`src/rtl/hwpe_stream_package.sv`:
```
// Shared HWPE streamer types: realigner control word and sequencer state.
// Imported by the store-path realign sequencer.
package hwpe_stream_package;

    typedef struct packed {
        logic        enable;
        logic        strb_valid;
        logic        realign;
        logic        first;
        logic        last;
        logic        last_packet;
        logic [15:0] line_length;
    } ctrl_realign_t;

    typedef enum logic [1:0] {
        IDLE,
        RUN,
        FLUSH,
        DONE
    } realign_seq_state_t;

endpackage

```
`src/rtl/hwpe_stream_realign_sequencer.sv`:
```
// Per-beat control sequencer for the store-path sink realigner.
// In: clk_i, rst_ni, clear_i, start_i, job descriptor, beat_i.
// Out: ctrl_o, strb_o, addr_o (word aligned), busy_o, done_o.
// HWPE_STREAM_REALIGN_SEQ_STRIDE_EN: use line_stride_i between lines;
// otherwise lines are contiguous (line_length words apart).
module hwpe_stream_realign_sequencer
    import hwpe_stream_package::*;
#(
    parameter int unsigned DATA_WIDTH = 32,
    parameter int unsigned STRB_WIDTH = DATA_WIDTH / 8,
    parameter int unsigned ADDR_WIDTH = 32
) (
    input  logic                  clk_i,
    input  logic                  rst_ni,
    input  logic                  clear_i,
    input  logic                  start_i,
    input  logic [ADDR_WIDTH-1:0] base_addr_i,
    input  logic [15:0]           line_length_i,
    input  logic [ADDR_WIDTH-1:0] line_stride_i,
    input  logic [15:0]           n_lines_i,
    input  logic                  beat_i,
    output ctrl_realign_t         ctrl_o,
    output logic [STRB_WIDTH-1:0] strb_o,
    output logic [ADDR_WIDTH-1:0] addr_o,
    output logic                  busy_o,
    output logic                  done_o
);

    localparam int unsigned OFFS_WIDTH = $clog2(STRB_WIDTH);

    function automatic logic [STRB_WIDTH-1:0] strb_mask(
        input logic [OFFS_WIDTH-1:0] offs
    );
        strb_mask = {STRB_WIDTH{1'b1}} << offs;
    endfunction

    realign_seq_state_t    state_q;
    logic [15:0]           length_q;
    logic [15:0]           lines_q;
    logic [OFFS_WIDTH-1:0] offs_q;
    logic                  realign_q;
    logic [15:0]           word_cnt_q;
    logic [15:0]           line_cnt_q;
    logic [ADDR_WIDTH-1:0] line_addr_q;

    logic [ADDR_WIDTH-1:0] line_bytes;
    logic [ADDR_WIDTH-1:0] line_step;
    logic                  last_word;
    logic                  end_line;

    assign line_bytes = ADDR_WIDTH'(length_q) << OFFS_WIDTH;

`ifdef HWPE_STREAM_REALIGN_SEQ_STRIDE_EN
    logic [ADDR_WIDTH-1:0] stride_q;
    assign line_step = stride_q;
`else
    logic unused_stride;
    assign unused_stride = ^line_stride_i;
    assign line_step     = line_bytes;
`endif

    assign last_word = (word_cnt_q == length_q - 16'd1);

    // A line ends on its last data word when aligned, else on the flush beat.
    always_comb begin
        end_line = 1'b0;
        if (beat_i) begin
            if (state_q == FLUSH)
                end_line = 1'b1;
            else if (state_q == RUN && last_word && !realign_q)
                end_line = 1'b1;
        end
    end

    always_ff @(posedge clk_i or negedge rst_ni) begin
        if (!rst_ni) begin
            state_q     <= IDLE;
            length_q    <= '0;
            lines_q     <= '0;
            offs_q      <= '0;
            realign_q   <= 1'b0;
            word_cnt_q  <= '0;
            line_cnt_q  <= '0;
            line_addr_q <= '0;
`ifdef HWPE_STREAM_REALIGN_SEQ_STRIDE_EN
            stride_q    <= '0;
`endif
        end else if (clear_i) begin
            state_q     <= IDLE;
            length_q    <= '0;
            lines_q     <= '0;
            offs_q      <= '0;
            realign_q   <= 1'b0;
            word_cnt_q  <= '0;
            line_cnt_q  <= '0;
            line_addr_q <= '0;
`ifdef HWPE_STREAM_REALIGN_SEQ_STRIDE_EN
            stride_q    <= '0;
`endif
        end else begin
            case (state_q)
                IDLE: begin
                    if (start_i) begin
                        length_q   <= line_length_i;
                        lines_q    <= n_lines_i;
                        offs_q     <= base_addr_i[OFFS_WIDTH-1:0];
                        realign_q  <= (base_addr_i[OFFS_WIDTH-1:0] != '0);
                        word_cnt_q <= '0;
                        line_cnt_q <= '0;
                        line_addr_q <= {base_addr_i[ADDR_WIDTH-1:OFFS_WIDTH],
                                        {OFFS_WIDTH{1'b0}}};
`ifdef HWPE_STREAM_REALIGN_SEQ_STRIDE_EN
                        stride_q   <= line_stride_i;
`endif
                        if (line_length_i == '0 || n_lines_i == '0)
                            state_q <= DONE;
                        else
                            state_q <= RUN;
                    end
                end
                RUN: begin
                    if (beat_i && !last_word)
                        word_cnt_q <= word_cnt_q + 16'd1;
                    else if (beat_i && realign_q)
                        state_q <= FLUSH;
                end
                FLUSH: ;
                DONE: state_q <= IDLE;
                default: state_q <= IDLE;
            endcase

            if (end_line) begin
                line_addr_q <= line_addr_q + line_step;
                word_cnt_q  <= '0;
                if (line_cnt_q == lines_q - 16'd1) begin
                    state_q <= DONE;
                end else begin
                    line_cnt_q <= line_cnt_q + 16'd1;
                    state_q    <= RUN;
                end
            end
        end
    end

    // Outputs decode registered state only.
    always_comb begin
        ctrl_o = '0;
        strb_o = '0;
        addr_o = '0;
        busy_o = (state_q != IDLE);
        done_o = (state_q == DONE);
        if (busy_o) begin
            ctrl_o.enable      = 1'b1;
            ctrl_o.strb_valid  = 1'b1;
            ctrl_o.realign     = realign_q;
            ctrl_o.line_length = length_q;
        end
        case (state_q)
            RUN: begin
                ctrl_o.first = (word_cnt_q == '0);
                strb_o = (word_cnt_q == '0) ? strb_mask(offs_q)
                                            : {STRB_WIDTH{1'b1}};
                addr_o = line_addr_q
                       + (ADDR_WIDTH'(word_cnt_q) << OFFS_WIDTH);
            end
            FLUSH: begin
                ctrl_o.last = 1'b1;
                strb_o = ~strb_mask(offs_q);
                addr_o = line_addr_q + line_bytes;
            end
            DONE: ctrl_o.last_packet = 1'b1;
            default: ;
        endcase
    end

endmodule
```
`config.mk`:
```
export PLATFORM = sky130hd
export DESIGN_NAME = hwpe_stream_realign_sequencer
export DESIGN_NICKNAME = d
export VERILOG_FILES = /design/src/rtl/hwpe_stream_package.sv /design/src/rtl/hwpe_stream_realign_sequencer.sv
export SDC_FILE = /design/constraint.sdc
export NUM_CORES = 1
export LEC_CHECK = 0
export BUFFER_PORTS_ARGS = -buffer_cell sky130_fd_sc_hd__buf_2
export CORE_MARGIN = 2
export CORE_UTILIZATION = 58
export DETAILED_ROUTE_END_ITERATION = 7
export PLACE_DENSITY = 0.86
export SKIP_CTS_REPAIR_TIMING = 1
export SLEW_MARGIN = 40
export SYNTH_ARGS = -nofsm -noshare
export SYNTH_HDL_FRONTEND = slang
export SYNTH_SLANG_ARGS = --single-unit
```
`constraint.sdc`:
```
create_clock -name clk_i -period 3.9 [get_ports clk_i]
set_input_delay 0.195 -clock clk_i [delete_from_list [all_inputs] [get_ports clk_i]]
set_output_delay 0.195 -clock clk_i [all_outputs]
set_load 0.005 [all_outputs]
```
# == Word-level counts from Yosys, hierarchy flattened ==
# Index checks and enable logic that the tools add are counted.
# totals
elab_cells,93
out_inout_bits,60
inputBits,101
ff_bits,101
# op_classes
n_eq_ne,9
n_reduce_logical,23
shifts,1
muxes,45
n_addsub,6
bitwise_logic,1
# op_table
op,n
2-to-1 mux 16 bit,16
2-to-1 mux 32 bit,4
adder 32 x 18 -> 32 bit,2
one-hot mux 32 bit (2 select lines),1
zero test 16 bit,3
adder 16 x 1 -> 16 bit (second input constant),2
== test 16 bit,2
one-hot mux 16 bit (2 select lines),1
subtractor 16 x 1 -> 16 bit (second input constant),2
2-to-1 mux 2 bit,10
2-to-1 mux 1 bit,9
!= test 4 x 3 -> 1 bit (second input constant),2
!= test 4 bit (second input constant),2
one-hot mux 4 bit (2 select lines),1
nonzero test 2 bit,4
one-hot mux 2 bit (3 select lines),1
nonzero test 3 bit,2
nonzero test 5 bit,1
== test 2 bit (second input constant),2
logical AND 1 bit,4
2-to-1 mux 4 bit,1
inverter 4 bit,1
AND reduction 2 bit,2
AND reduction 4 bit,1
other kinds (8),9

# == Depth between registers and ports, before layout ==
# depth
ltp_word,9
ltp_mapped,13
mapped_depth_nobuf,11

# == Least setup slack after synthesis ==
# No wires, ideal clock.
# synth_path
path_type,register to register
start,reg length_q[1]
end,reg line_cnt_q[10]
stages_incl_launch_ff,14
setup_time_ns,0.126
path_slack_ns,0.653
arrival_ns,3.121
t_required_ns,3.774
period_less_slack_ns,3.247
n_path_buf,2
path_cell_list,dfrtp_1 > inv_1 > ha_1 > nor3b_4 > nand4b_1 > or4b_1 > o21ai_2 > o21ai_2 > or4_4 > buf_6 > a21oi_4 > nor2_2 > buf_6 > a221o_1
# synth_via
elab_chain_cells,9
# synth_rtl
element,line_no,text
start: declaration,hwpe_stream_realign_sequencer.sv:38,logic [15:0] length_q;
start signal: assignment,hwpe_stream_realign_sequencer.sv:104,length_q <= line_length_i;
subtractor 16 x 1 -> 16 bit,hwpe_stream_realign_sequencer.sv:62,assign last_word = (word_cnt_q == length_q - 16'd1);
== test 16 bit,hwpe_stream_realign_sequencer.sv:62,
logical AND 1 bit (2 in series),hwpe_stream_realign_sequencer.sv:70,else if (state_q == RUN && last_word && !realign_q)
2-to-1 mux 1 bit,hwpe_stream_realign_sequencer.sv:70,
2-to-1 mux 1 bit,hwpe_stream_realign_sequencer.sv:68,if (state_q == FLUSH)
2-to-1 mux 1 bit,hwpe_stream_realign_sequencer.sv:67,if (beat_i) begin
2-to-1 mux 16 bit,hwpe_stream_realign_sequencer.sv:132,if (end_line) begin
2-to-1 mux 16 bit,hwpe_stream_realign_sequencer.sv:88,end else if (clear_i) begin
end signal: assignment,hwpe_stream_realign_sequencer.sv:138,line_cnt_q <= line_cnt_q + 16'd1;
end: declaration,hwpe_stream_realign_sequencer.sv:43,logic [15:0] line_cnt_q;
# Every way passes these cells.
# A chain may end at the register's enable or synchronous reset.

# == Final worst setup path ==
# layout_path
start,reg word_cnt_q[0]
end,out addr_o[26]
# layout_via
elab_chain_cells,2
# layout_rtl
element,line_no,text
start: declaration,hwpe_stream_realign_sequencer.sv:42,logic [15:0] word_cnt_q;
start signal: assignment,hwpe_stream_realign_sequencer.sv:123,word_cnt_q <= word_cnt_q + 16'd1;
adder 32 x 18 -> 32 bit,hwpe_stream_realign_sequencer.sv:164,+ (ADDR_WIDTH'(word_cnt_q) << OFFS_WIDTH);
one-hot mux 32 bit (2 select lines),hwpe_stream_realign_sequencer.sv:158,case (state_q)
end: declaration,hwpe_stream_realign_sequencer.sv:24,"output logic [ADDR_WIDTH-1:0] addr_o,"
# Every way passes these cells.

==> metrics <==
Setup TNS 0 ns; Setup CP Type reg -> out; CP max FO 7; Lkg Pwr 4.54 nW; Slew HR 49.5%; number of synthesized flops with an enable pin 0; Die X 126 microns; io pins 161; post-synthesis sequential area ratio 28.5%; Worst Path Required 3.70 ns; Clock Tree Root clkbuf_16; Pint 2.75 mW; Post-DP HPWL 18.3 mm; commonest non-fill, non-tap cell in the layout nand2_1; CTS Buf Count 9; hold slack 0.0662 ns; PwrDens 490 nW/um^2; Synth Instances 1121; Area growth, synth to finish 12.7%; Overall Power 4.80 mW; Synth Cell Area 8690 sq um; Port Buffers 126; unrepaired setup endpoints after global routing no; Vias 8907; register bit total from synthesis 99; Die H 126 microns; Vias/cell 6.38; MaxCap Viol Count 0; CTS tree done; Reg clk slew, reported paths 0.07 ns; 1st-iter DRT viols 1079; Comb pwr share 47.3%; clock tree buffer depth 2; Starting Density 59.6%; Critical Path Start Type register; crit path DAT 3.52 ns; Synth async-reset ratio 100%; switching portion of total power 42.7%; Synth cell types 76; vias in the first global route 8221; WL final 25.4 mm; fillers 1172; worst hold path type in -> reg; clock share of power 23.2%; final worst-path cycle share 95.2%; DRC 0; Worst Tran Pin Value 0.751 ns; most frequent cells in the layout 187 x nand2_1, 125 x buf_2, 99 x dfrtp_1; Routed WL per cell 18.2 microns; final hold violations 0; Detail Route Antenna Nets 0; register share of total power 29.5%; final setup fails 0; fin. max-slew vios 0; Max Fclk 0.269 GHz; Skew-Pair Late Insertion Delay 0.37 ns; Cell Rows 44; gpl congestion 0.946; post-synthesis average cell area 7.75 sq um; Core ar. 14600 sq um; Initial DRT Pass Iterations 6; Top FF cell, synth dfrtp_1; Worst setup EP type primary output; initial antenna violation count 0; layout cell share with drive strength beyond 1 16.4%; # nets final 1353; Clock Sinks 99; GRT Overall Usage 31.3%; Tmin final 3.71 ns; Clock Skews 0.0110 ns; Inserted Diodes 0; outcome finished clean; sw power 2.05 mW; Ys Warns 0; GRT overflow 0; first-pass GRT wire length 41.0 mm; Worst IR Drop VDD 0.255 mV; largest net degree at the start of global routing 58; htree depth 3; die area 16000 sq um
-- critical path: stages, from the launching register on --
cell and delay (ns):
dfrtp_1 0.47, ha_1 0.27, fa_1 0.40, a21o_1 0.19, a21oi_1 0.28, o21ai_1 0.17, a32oi_1 0.34, a21oi_1 0.18
nand4_1 0.27, a22oi_2 0.12, a21boi_0 0.16, a31oi_1 0.18, buf_2 0.13
-- area by class of cell --
type                    count  area [sq um]  area share (%)
multi-input cells         912          5780            59.0
flip-flops and latches     99          2480            25.3
repair buffers            149           808            8.25
clock buffers              11           233            2.38
well taps                 184           230            2.35
inverters                  37           139            1.42
clock inverters             5           125            1.28
-- logic make-up after synthesis --
family	after synthesis	share of synthesized area, %
AND/OR/NAND/NOR	493	28.7
XOR/XNOR	73	7.35
flip-flops	99	28.5
adder cells (fa/ha/maj)	44	6.51
buffers and inverters	111	5.38
other	1	0.0431
multiplexers	7	0.806
AO/OA/AOI/OAI	293	22.7
-- metal layers --
| layer | share of wire (%) | wire, microns | track usage [%] |
|---|---|---|---|
| met4 | 2.9 | 742 | 10.4 |
| met1 | 41 | 10500 | 41.3 |
| met2 | 48 | 12100 | 52.0 |
| met3 | 8.3 | 2110 | 5.95 |
| met5 | 0 | 0 | 0 |
-- cell usage after synthesis, types with 22 or more instances --
library cell	instances	area share, %
nand2_1	188	8.1
dfrtp_1	99	28
a21oi_1	92	5.3
nor2_1	74	3.2
clkbuf_1	52	2.2
ha_1	42	6.0
nand3_1	42	2.4
xnor2_1	38	3.8
inv_1	37	1.6
o21ai_0	35	2.0
xor2_1	35	3.5
nor2b_1	33	2.4
nor3_1	26	1.5
and3_1	22	1.6
-- per-stage QoR --
step	instances	area (sq um)	worst slack (ns)	utilization [%]
after floorplan	1122	8700	0.653	-
after global placement	1380	9400	0.491	64.5
after detailed placement	1380	9410	0.401	64.5
after CTS	1396	9770	0.0915	66.9
after global routing	1397	9790	0.0237	67.1
final	1397	9790	0.185	67.1
-- registers in the layout, indices dropped and copies added (netlist names) --
register,cells
word_cnt_q,16
lines_q,16
realign_q,1
line_addr_q,30
state_q,2
offs_q,2
line_cnt_q,16
length_q,16
-- power by group through the flow --
stage,clock [mW],combinational (mW),sequential [mW]
after floorplan,0,1.67,1.34
after detailed placement,0,2.21,1.43
after CTS,1.12,2.22,1.41
after global placement,0,2.16,1.42
final,1.12,2.27,1.42
after global routing,1.16,2.49,1.44
-- worst paths after layout --
path,slack (ns),end,start,cells past startpoint
worst max-delay path,0.19,addr_o[26],word_cnt_q[0],12
worst min-delay path,0.07,lines_q[13],n_lines_i[13],3
worst max register to register,0.37,line_addr_q[29],length_q[1],11
worst min register to register,0.54,lines_q[15],lines_q[15],2
max in group asynchronous,2.82,word_cnt_q[3],rst_ni,3
min in group asynchronous,0.16,lines_q[9],rst_ni,2
Note: power is estimated with default switching activity, not from simulation.
